===== config.mk =====
export PLATFORM = sky130hd
export DESIGN_NAME = glitch_filter
export DESIGN_NICKNAME = d
export VERILOG_FILES = /design/src/rtl/glitch_filter_pkg.sv /design/src/rtl/sync_2ff.sv /design/src/rtl/glitch_filter.sv
export SDC_FILE = /design/constraint.sdc
export NUM_CORES = 1
export LEC_CHECK = 0
export BUFFER_PORTS_ARGS = -buffer_cell sky130_fd_sc_hd__buf_2
export CAP_MARGIN = 20
export CORE_MARGIN = 2
export CORE_UTILIZATION = 23
export CTS_CLUSTER_DIAMETER = 120
export DETAILED_ROUTE_END_ITERATION = 12
export PLACE_DENSITY = 0.45
export SLEW_MARGIN = 10
export SYNTH_ARGS = -nofsm -noshare
export SYNTH_HDL_FRONTEND = slang
export SYNTH_HIERARCHICAL = 1
export SYNTH_SLANG_ARGS = --single-unit

===== constraint.sdc =====
create_clock -name clk -period 1.9 [get_ports clk]
set_input_delay 0.285 -clock clk [delete_from_list [all_inputs] [get_ports clk]]
set_output_delay 0.285 -clock clk [all_outputs]
set_load 0.01 [all_outputs]

===== src/rtl/glitch_filter_pkg.sv =====
// Shared FSM encoding and default parameters for the glitch filter.
// The GLITCH_COUNT_EN build option is consumed by glitch_filter.sv.
package glitch_filter_pkg;

    localparam int DEF_STABLE_CYCLES = 4;
    localparam int DEF_CNT_W         = 8;

    typedef enum logic [1:0] {
        LOW      = 2'b00,
        RISE_CHK = 2'b01,
        HIGH     = 2'b11,
        FALL_CHK = 2'b10
    } gf_state_e;

endpackage


===== src/rtl/sync_2ff.sv =====
// Two-flop synchroniser for a single asynchronous level.
// Both stages clear to 0 on asynchronous active-low reset.
module sync_2ff (
    input  logic clk,
    input  logic reset_n,
    input  logic d,
    output logic q
);

    logic q1_q, q1_d;
    logic q2_q, q2_d;

    always_comb begin
        q1_d = d;
        q2_d = q1_q;
    end

    always_ff @(posedge clk or negedge reset_n) begin
        if (!reset_n) begin
            q1_q <= 1'b0;
            q2_q <= 1'b0;
        end else begin
            q1_q <= q1_d;
            q2_q <= q2_d;
        end
    end

    assign q = q2_q;

endmodule


===== src/rtl/glitch_filter.sv =====
// Synchronises din, accepts a new level only after STABLE_CYCLES equal samples,
// emits rise/fall strobes and counts edges. Define GLITCH_COUNT_EN to count rejected pulses.
module glitch_filter
    import glitch_filter_pkg::*;
#(
    parameter int STABLE_CYCLES = DEF_STABLE_CYCLES,
    parameter int CNT_W         = DEF_CNT_W
) (
    input  logic             clk,
    input  logic             reset_n,
    input  logic             din,
    input  logic             clr,
    output logic             dout,
    output logic             rise,
    output logic             fall,
    output logic [CNT_W-1:0] edge_cnt,
    output logic [CNT_W-1:0] glitch_cnt
);

    localparam int SC_W = $clog2(STABLE_CYCLES + 1);
    localparam logic [SC_W-1:0] SC_LAST = SC_W'(STABLE_CYCLES - 1);

    logic s;

    gf_state_e        state_q, state_d;
    logic [SC_W-1:0]  stab_cnt_q, stab_cnt_d;
    logic             dout_q, dout_d;
    logic             rise_q, rise_d;
    logic             fall_q, fall_d;
    logic [CNT_W-1:0] edge_cnt_q, edge_cnt_d;

    sync_2ff u_sync (
        .clk     (clk),
        .reset_n (reset_n),
        .d       (din),
        .q       (s)
    );

    always_comb begin
        state_d    = state_q;
        stab_cnt_d = stab_cnt_q;
        dout_d     = dout_q;
        rise_d     = 1'b0;
        fall_d     = 1'b0;
        case (state_q)
            LOW: begin
                if (s) begin
                    // A single required sample means the first opposite sample is decisive.
                    if (STABLE_CYCLES == 1) begin
                        state_d    = HIGH;
                        dout_d     = 1'b1;
                        rise_d     = 1'b1;
                        stab_cnt_d = '0;
                    end else begin
                        state_d    = RISE_CHK;
                        stab_cnt_d = SC_W'(1);
                    end
                end
            end
            RISE_CHK: begin
                if (s) begin
                    if (stab_cnt_q == SC_LAST) begin
                        state_d    = HIGH;
                        dout_d     = 1'b1;
                        rise_d     = 1'b1;
                        stab_cnt_d = '0;
                    end else begin
                        stab_cnt_d = stab_cnt_q + SC_W'(1);
                    end
                end else begin
                    state_d    = LOW;
                    stab_cnt_d = '0;
                end
            end
            HIGH: begin
                if (!s) begin
                    if (STABLE_CYCLES == 1) begin
                        state_d    = LOW;
                        dout_d     = 1'b0;
                        fall_d     = 1'b1;
                        stab_cnt_d = '0;
                    end else begin
                        state_d    = FALL_CHK;
                        stab_cnt_d = SC_W'(1);
                    end
                end
            end
            FALL_CHK: begin
                if (!s) begin
                    if (stab_cnt_q == SC_LAST) begin
                        state_d    = LOW;
                        dout_d     = 1'b0;
                        fall_d     = 1'b1;
                        stab_cnt_d = '0;
                    end else begin
                        stab_cnt_d = stab_cnt_q + SC_W'(1);
                    end
                end else begin
                    state_d    = HIGH;
                    stab_cnt_d = '0;
                end
            end
            default: begin
                state_d    = LOW;
                stab_cnt_d = '0;
            end
        endcase
    end

    // Clear first, then count, so a clear coinciding with an edge leaves 1.
    always_comb begin
        edge_cnt_d = clr ? '0 : edge_cnt_q;
        if (rise_d) begin
            edge_cnt_d = edge_cnt_d + CNT_W'(1);
        end
    end

    always_ff @(posedge clk or negedge reset_n) begin
        if (!reset_n) begin
            state_q    <= LOW;
            stab_cnt_q <= '0;
            dout_q     <= 1'b0;
            rise_q     <= 1'b0;
            fall_q     <= 1'b0;
            edge_cnt_q <= '0;
        end else begin
            state_q    <= state_d;
            stab_cnt_q <= stab_cnt_d;
            dout_q     <= dout_d;
            rise_q     <= rise_d;
            fall_q     <= fall_d;
            edge_cnt_q <= edge_cnt_d;
        end
    end

`ifdef GLITCH_COUNT_EN
    logic             abort;
    logic [CNT_W-1:0] glitch_cnt_q, glitch_cnt_d;

    assign abort = ((state_q == RISE_CHK) && !s) || ((state_q == FALL_CHK) && s);

    always_comb begin
        glitch_cnt_d = clr ? '0 : glitch_cnt_q;
        if (abort) begin
            glitch_cnt_d = glitch_cnt_d + CNT_W'(1);
        end
    end

    always_ff @(posedge clk or negedge reset_n) begin
        if (!reset_n) begin
            glitch_cnt_q <= '0;
        end else begin
            glitch_cnt_q <= glitch_cnt_d;
        end
    end

    assign glitch_cnt = glitch_cnt_q;
`else
    assign glitch_cnt = '0;
`endif

    assign dout     = dout_q;
    assign rise     = rise_q;
    assign fall     = fall_q;
    assign edge_cnt = edge_cnt_q;

endmodule


==> results of run 1 <==
[sequential cells by signal, summed over array words and instances, names as in the netlist]
name,count
dout,1
edge_cnt,8
fall,1
rise,1
stab_cnt_q,3
state_q,2
u_sync/q,1
u_sync/q1_q,1
[worst reg2reg max path, cell delays in order (launching register included)]
cell and delay [ns]:
dfrtp_1 0.41, inv_1 0.11, ha_1 0.26, nand4b_4 0.19, inv_1 0.22, nand4_1 0.14, xor2_1 0.15, nor2_1 0.05
[where the power goes]
group | internal [uW] | switching, uW | leakage, uW | total, uW
registers | 435 | 41.3 | 0.000235 | 476
clock network | 184 | 124 | 0.0000288 | 308
logic | 166 | 231 | 0.000326 | 397
total | 785 | 396 | 0.000590 | 1180
[final cells by class]
cell class              instances  area (um2)  share of cell area
inverters                       6        22.5              0.0197
flip-flops and latches         18         450               0.394
clock buffers                   4        55.1              0.0482
multi-input cells              67         472               0.413
well taps                      50        62.6              0.0548
repair buffers                 15        80.1              0.0701
[cells in the mapped netlist]
cell	count	share of area
dfrtp_1	18	0.46
nand2_1	11	0.042
buf_4	8	0.061
ha_1	7	0.088
nor2_1	7	0.027
inv_1	6	0.023
xnor2_1	5	0.044
mux2_2	3	0.034
nand4_1	3	0.019
nor2b_1	3	0.019
o21ai_0	3	0.015
a21oi_1	2	0.010
nor3_1	2	0.010
xor2_1	2	0.018
a211oi_1	1	0.0076
a211oi_2	1	0.013
a31oi_1	1	0.0063
buf_6	1	0.011
conb_1	1	0.0038
mux2_1	1	0.011
nand2b_2	1	0.0089
nand3_1	1	0.0051
nand4b_4	1	0.024
nor3b_1	1	0.0076
nor4_4	1	0.021
o21a_1	1	0.0076
o31ai_1	1	0.0076
[final timing paths]
kind	startpoint	end	slack, ns	cells past startpoint
max	state_q[1]	edge_cnt[4]	0.26	7
min	din	u_sync/q1_q	0.14	1
max reg2reg	state_q[1]	edge_cnt[4]	0.26	7
min reg2reg	u_sync/q1_q	u_sync/q	0.36	0
max in group asynchronous	reset_n	stab_cnt_q[0]	1.12	2
min in group asynchronous	reset_n	edge_cnt[4]	0.49	2
[timing repair]
action,in CTS,in global routing
hold buffers,1,0
resized for setup,0,0
setup buffers,0,0
hold endpoints to repair,18,0
[metrics by stage]
step / area, um2 / hold slack [ns] / utilization / worst slack, ns / total power, uW
2_1_floorplan: 1020 / -0.0106 / - / 0.423 / 801
3_3_place_gp: 1080 / 0.241 / 0.265 / 0.283 / 870
3_5_place_dp: 1080 / 0.242 / 0.265 / 0.247 / 878
4_1_cts: 1140 / 0.133 / 0.282 / 0.234 / 1200
5_1_grt: 1140 / 0.123 / 0.282 / 0.0562 / 1280
6_report: 1140 / 0.139 / 0.282 / 0.257 / 1180
[per-layer routing]
layer	up-vias	routed length, um	global-route usage
li1	325	-	-
met1	316	802	0.0935
met2	20	794	0.132
met3	5	139	0.0407
met4	0	27	0.0327
met5	-	0	0
[kinds of logic (layout without fill, tap and decap cells)]
logic type / Yosys count / in the layout / synth area share
flip-flops: 18 / 18 / 0.455
XOR/XNOR: 7 / 7 / 0.0619
AO/OA/AOI/OAI: 10 / 10 / 0.0670
other: 1 / 8 / 0.00379
AND/OR/NAND/NOR: 31 / 31 / 0.183
multiplexers: 4 / 4 / 0.0455
buffers and inverters: 15 / 25 / 0.0948
adder cells (fa/ha/maj): 7 / 7 / 0.0885
==> impl_metrics.tcl, run 1 <==
set metrics [dict create \
    vias_per_cell 4.16 \
    p_leak_uw 0.000590 \
    critical_path_buf_inv_count 2 \
    ant_nets 0 \
    critPathTopFamily "flip-flops" \
    cpMaxStageDelayCell "dfrtp_1" \
    slew_viol_final 0 \
    drc 0 \
    grt_antenna_before_repair 0 \
    dr_total_vias 666 \
    crit_path_end_kind "flip-flop" \
    cts_tree "built" \
    cp.arrival_ns 1.79 \
    numCtsBuffers 3 \
    gp_congestion 0.707 \
    max_freq_ghz 0.609 \
    grt_usage 0.0825 \
    layout_common_cells "dfrtp_1, buf_2, nand2_1, conb_1" \
    path_clk_slew_ns 0.07 \
    status "completed" \
    die_w_um 69.6 \
    routed_wl_um 1760 \
    crit_path_start_kind "flip-flop" \
    wl_per_cell_um 11.0 \
    grt-ovfl-total 0 \
    firstDrtPassIters 3 \
    ios 23 \
    area_growth_pct 15.4 \
    hold_path.class "in2reg" \
    die_y_um 69.6 \
    hpwl_um 1330 \
    synth_cells 93 \
    insertion_delay_ns 0.25 \
    peakVddDrop_v 0.000487 \
    cts_htree_levels 1 \
    avgSynthCellArea_um2 10.6 \
    start_util 0.244 \
    fillers 425 \
    dieArea_mm2 0.00484 \
    grt_pass1_wl_um 3150 \
    yosysSeqAreaShare 0.455 \
    dp_cells 155 \
    slowest_delay_ns 0.41 \
    netlist_area_um2 990 \
    drive_gt1_frac 0.227 \
    mostFrequentLayoutCell "dfrtp_1" \
    fin_setup_tns_ns 0 \
    io_buffer_count 14 \
    cts_buffer_depth 2 \
    powerDensity_mw_per_mm2 1030 \
    finClkSkew_ns 0.00416 \
    grt_pass1_vias 680 \
    synth_seq_cells 18 \
    hold_viol 0 \
    cp.required_ns 2.04 \
    coreArea_mm2 0.00406 \
    drt_iter0_markers 13 \
    cts.sinks 18 \
    cpMostUsedCell "inv_1" \
    finalSetupViolCount 0 \
    nets 122 \
    cap_violations 0 \
    ys_types 27 \
    fin_crit_sh 0.865 \
    path_cells "inv_1 > ha_1 > nand4b_4 > inv_1 > nand4_1 > xor2_1 > nor2_1" \
    stdcell_count 160 \
    rows 23 \
    antenna_cells 0 \
    rsz0062_at_grt "no" \
    root_buffer "clkbuf_8" \
    finalCriticalPeriod_ns 1.64 \
    worstSetupPathType "reg2reg" \
    yosysWarningCount 6 \
    critPathMaxFanout 6 \
    grt_max_degree 19 \
]
Note: power is estimated with default switching activity, not from simulation.
==> run 2: changes to the inputs <==
- CAP_MARGIN: 20 -> unset
- CORE_ASPECT_RATIO: unset -> 1.4
- CORE_MARGIN: 2 -> unset
==> run 2 against run 1 <==
- the flow now finishes with violations (DRC)
- sequential power decreased by 0.8%
- fmax up 2.0%
- sequential share of layout area up 0.30 points
- clock power increased by 3%
==> impl_metrics.tcl, run 2 (same netlist as run 1, synthesis figures left out) <==
set metrics [dict create \
    cts_buffer_depth 2 \
    cp.arrival_ns 1.76 \
    slew_viol_final 0 \
    die_y_um 79.6 \
    ios 23 \
    cts_tree "built" \
    firstDrtPassIters 8 \
    crit_path_end_kind "flip-flop" \
    critPathLaunch "state_q[1]" \
    regToRegStartpoint "state_q[1]" \
    start_util 0.246 \
    mostFrequentLayoutCell "dfrtp_1" \
    hold_start "din" \
    finClkSkew_ns 0.00646 \
    grt_usage 0.0928 \
    cap_violations 0 \
    grt-ovfl-total 0 \
    dieArea_mm2 0.00457 \
    ff_latch_area_um2 450 \
    numCtsBuffers 3 \
    grt_pass1_wl_um 3170 \
    grt_util_met2 0.162 \
    grt-busiest-layer "met2" \
    antenna_cells 0 \
    fin_hold_ws_ns 0.131 \
    fillers 446 \
    critPathMaxFanout 4 \
    p_leak_uw 0.000590 \
    placed_cell_area_mm2 0.00107 \
    path_clk_slew_ns 0.07 \
    stdcell_area_mm2 0.00113 \
    hold_path.class "in2reg" \
    fin_setup_tns_ns 0 \
    cts.sinks 18 \
    hpwl_um 1340 \
    vias_per_cell 4.33 \
    rows 27 \
    area_growth_pct 14.5 \
    drt_iter0_markers 8 \
    hold_viol 0 \
    routed_wl_um 1770 \
    wl_per_cell_um 11.6 \
    worstSetupPathType "reg2reg" \
    insertion_delay_ns 0.26 \
    die_w_um 57.4 \
    failed_checks "DRC" \
    grt_pass1_vias 688 \
    grtUsageMet3 0.0194 \
    largest_register_ffs 8 \
    finalCriticalPeriod_ns 1.61 \
    io_buffer_count 14 \
    multi_input_area_um2 472 \
    fin_crit_sh 0.848 \
    rsz0062_at_grt "no" \
    dr_total_vias 663 \
    peakVddDrop_v 0.000376 \
    coreArea_mm2 0.00402 \
    crit_path_start_kind "flip-flop" \
    ctsResizeCount 0 \
    ant_nets 0 \
    status "finished, violations left" \
    nets 122 \
    drive_gt1_frac 0.227 \
    grt_antenna_before_repair 0 \
    max_freq_ghz 0.621 \
    layout_common_cells "dfrtp_1, buf_2, nand2_1, conb_1" \
    rrSetupSlack_ns 0.29 \
    gp_congestion 0.709 \
    use_met1 0.0972 \
    post_cts_buffers 0 \
    finalSetupViolCount 0 \
    powerDensity_mw_per_mm2 1050 \
    cts_htree_levels 1 \
    fin_util 0.282 \
    grt_max_degree 19 \
    cp.required_ns 2.05 \
    root_buffer "clkbuf_8" \
    drc 1 \
]
## run 2: cell counts in the layout (fill, tap and decap cells not counted)
No cell type changed its count.
## run 2: cell type report
cell class | instances | share of cell area
sequential | 18 | 0.397
tap | 43 | 0.0475
multi-input combinational | 67 | 0.416
clock buffer | 4 | 0.0486
inverter | 6 | 0.0199
timing repair buffer | 15 | 0.0706
## run 2: worst paths after layout
check,depth (start not counted),end
setup / recovery,5,state_q[0]
hold / removal,1,u_sync/q1_q
setup reg to reg,5,state_q[0]
hold reg to reg,0,u_sync/q
max in group asynchronous,2,stab_cnt_q[1]
min in group asynchronous,2,edge_cnt[4]
## run 2: worst max-delay path, stage by stage (launching register included)
cell,delay [ns]
dfrtp_1,0.41
inv_1,0.11
ha_1,0.27
nand2_1,0.07
a31oi_1,0.27
mux2_2,0.37
## run 2: where the power goes
group,switching [uW],internal (uW)
registers,37.5,434
clock network,133,184
logic,233,165
## run 2: what timing repair did
action / 4_1_cts / 5_1_grt
setup endpoints to repair: 0 / 0
hold buffers: 1 / 0
endpoints found under the hold margin: 18 / 0
## run 2: metrics by stage
step	setup slack [ns]	power [uW]	cells
2_1_floorplan	0.423	801	100
3_3_place_gp	0.277	873	148
3_5_place_dp	0.284	882	148
4_1_cts	0.270	1210	153
5_1_grt	0.132	1290	153
6_report	0.290	1190	153
## run 2: metal layers
metal | vias to the layer above | wire length, um
li1 | 329 | -
met1 | 313 | 721
met2 | 16 | 929
met3 | 5 | 71
met4 | 0 | 49
met5 | - | 0
==> run 3: changes to the inputs <==
- ABC_AREA: unset -> 1
- PLACE_DENSITY: 0.45 -> 0.46
- clock period: 1.9 -> 1.4 ns (I/O delays scaled with it)
==> run 3 against run 2 <==
- the run now ends clean
- total power increased by 65%
- fmax increased by 22%
- non-clock buffer count increased by 12
- worst setup slack got worse by 0.21 ns
- first-iteration DRC count increased by 38%
- clock-buffer cell count unchanged
- final area increased by 21%
- routed wire length increased by 21%
- core utilization increased by 3.7 points
- highest routed layer unchanged
==> impl_metrics.tcl, run 3 <==
set metrics [dict create \
    hold_viol 0 \
    hold_path.class "in2reg" \
    grt_pass1_vias 878 \
    netlist_area_mm2 0.00105 \
    slew_viol_final 0 \
    fin_crit_sh 0.943 \
    seq_power_share 0.352 \
    ant_nets 0 \
    grt-ovfl-total 0 \
    mostFrequentLayoutCell "nand2_1" \
    largest_register_ffs 8 \
    drt_iter0_markers 11 \
    max_freq_ghz 0.757 \
    gp_congestion 0.780 \
    crit_path_end_kind "flip-flop" \
    die_w_um 59.2 \
    yosys-top-cells-area "dfrtp_1, nand2_1, ha_1" \
    wl_per_cell_um 10.2 \
    critPathTopFamily "simple AND/OR/NAND/NOR gates" \
    stdcell_area_mm2 0.00137 \
    dieArea_mm2 0.00485 \
    cap_violations 0 \
    finalSetupViolCount 0 \
    synth_seq_cells 18 \
    synthSimpleGateAreaFrac 0.275 \
    grt_antenna_before_repair 0 \
    path_cells "inv_2 > ha_4 > nand2_4 > nor2_8 > nand2_1 > nor2_2 > nand2_1 > nand2_1 > nand2_1" \
    synth_commonest_cells "nand2_1, dfrtp_1, inv_1" \
    grt_max_degree 19 \
    synth.mux.area_fraction 0 \
    vias_per_cell 3.95 \
    path_clk_slew_ns 0.07 \
    fin_setup_tns_ns 0 \
    antenna_cells 0 \
    io_buffer_count 14 \
    area_growth_pct 30.4 \
    cts_buffer_depth 2 \
    drive_gt1_frac 0.344 \
    powerDensity_mw_per_mm2 1430 \
    synthAdderAreaFrac 0.0832 \
    synth-edff-count 0 \
    die_y_um 82.0 \
    synth.most_common_cell "nand2_1" \
    cp.arrival_ns 1.47 \
    routed_wl_um 2150 \
    grt_pass1_wl_um 3770 \
    ys_types 25 \
    yosysSeqAreaShare 0.428 \
    critPathMaxFanout 3 \
    crit_path_start_kind "flip-flop" \
    finalCriticalPeriod_ns 1.32 \
    numCtsBuffers 3 \
    avgSynthCellArea_um2 8.70 \
    p_int_uw 1250 \
    placed_cell_area_mm2 0.00123 \
    dr_total_vias 834 \
    cpMaxStageDelayCell "dfrtp_1" \
    critical_path_buf_inv_count 1 \
    synth-compound-area-share 0.0559 \
    rows 28 \
    comb_power_share 0.432 \
    cts_tree "built" \
    rsz0062_at_grt "yes" \
    nets 163 \
    cts_htree_levels 1 \
    root_buffer "clkbuf_8" \
    worstSetupPathType "reg2reg" \
    yosys_most_used_dff "dfrtp_1" \
    clockPowerShare 0.216 \
    swShare 0.362 \
    synth_cells 121 \
    yosys.area.top_type_share 0.428 \
    p_switching_uw 708 \
    cpMostUsedCell "nand2_1" \
    peakVddDrop_v 0.000520 \
    synth_top_family_by_area "simple AND/OR/NAND/NOR gates" \
    ios 23 \
    hpwl_um 1690 \
    status "completed" \
    cts.sinks 18 \
    firstDrtPassIters 4 \
    coreArea_mm2 0.00431 \
    start_util 0.244 \
    async_flop_share 1.00 \
    layout_common_cells "nand2_1, dfrtp_1, buf_2, inv_1, buf_4" \
    fin_util 0.319 \
    slowest_delay_ns 0.41 \
    p_leak_uw 0.000712 \
    grt_usage 0.104 \
    yosysWarningCount 6 \
    finClkSkew_ns 0.00277 \
    synth_area_leader_cell "dfrtp_1" \
    drc 0 \
    power_uw 1960 \
    cp.required_ns 1.55 \
    synth-xor-area-share 0.0333 \
    insertion_delay_ns 0.25 \
]
==> run 3: cell types whose count changed in the layout (fill, tap and decap cells not counted), moves of 4 or more <==
cell     previous run  this run
ha_1                7         2
o21ai_1             0         4
nand2_1            11        28
buf_4               0        12
xnor2_1             5         1
inv_2               0         5
inv_1               6        13
==> run 3: area by class of cell <==
class	instances	area, um2
sequential	18	452
multi-input combinational	84	553
fill	465	2940
tap	60	75.1
timing repair buffer	27	170
inverter	18	67.6
clock buffer	4	55.1
==> run 3: cell families after synthesis <==
group	after synthesis
AO/OA/AOI/OAI	11
XOR/XNOR	4
adder cells (fa/ha/maj)	7
buffers and inverters	26
flip-flops	18
other	1
AND/OR/NAND/NOR	54
==> run 3: final timing paths <==
check	startpoint	to	slack (ns)	depth (start not counted)
worst max register to register	state_q[1]	edge_cnt[7]	0.08	9
min in group asynchronous	reset_n	state_q[1]	0.42	2
max in group asynchronous	reset_n	state_q[0]	0.66	2
worst min register to register	u_sync/q1_q	u_sync/q	0.35	0
worst min-delay path	din	u_sync/q1_q	0.07	1
worst max-delay path	state_q[1]	edge_cnt[7]	0.08	9
==> run 3: stage by stage <==
| step | setup slack [ns] | std cells | hold slack [ns] |
|---|---|---|---|
| 2_1_floorplan | 0.0431 | 128 | -0.0856 |
| 3_3_place_gp | 0.0264 | 203 | 0.169 |
| 3_5_place_dp | -0.0222 | 203 | 0.174 |
| 4_1_cts | -0.0105 | 208 | 0.0616 |
| 5_1_grt | -0.0167 | 211 | 0.0631 |
| 6_report | 0.0798 | 211 | 0.0719 |
==> run 3: worst reg2reg max path, delay by kind of cell, from the launching register on <==
family	cells	cell delay (ns)
flip-flops	1	0.41
adder cells (fa/ha/maj)	1	0.14
AND/OR/NAND/NOR	7	0.58
buffers and inverters	1	0.09
==> run 3: what timing repair did <==
| action | CTS | global route |
|---|---|---|
| setup endpoints to repair | 2 | 12 |
| hold buffers | 1 | 0 |
| pin swaps | 0 | 4 |
| resized for setup | 1 | 17 |
| endpoints found under the hold margin | 18 | 0 |
| buffers inserted | 0 | 3 |
==> run 3: routing by layer <==
metal	global-route usage	part of all wire
met1	0.106	0.40
met2	0.197	0.54
met3	0.0173	0.036
met4	0.0595	0.019
met5	0	0
==> run 3: power by group through the flow <==
stage | sequential [uW] | clock, uW | combinational [uW]
finish | 689 | 423 | 846
global route | 698 | 464 | 968
CTS | 658 | 447 | 700
detailed placement | 668 | 0 | 691
global placement | 665 | 0 | 668
floorplan | 663 | 0 | 471
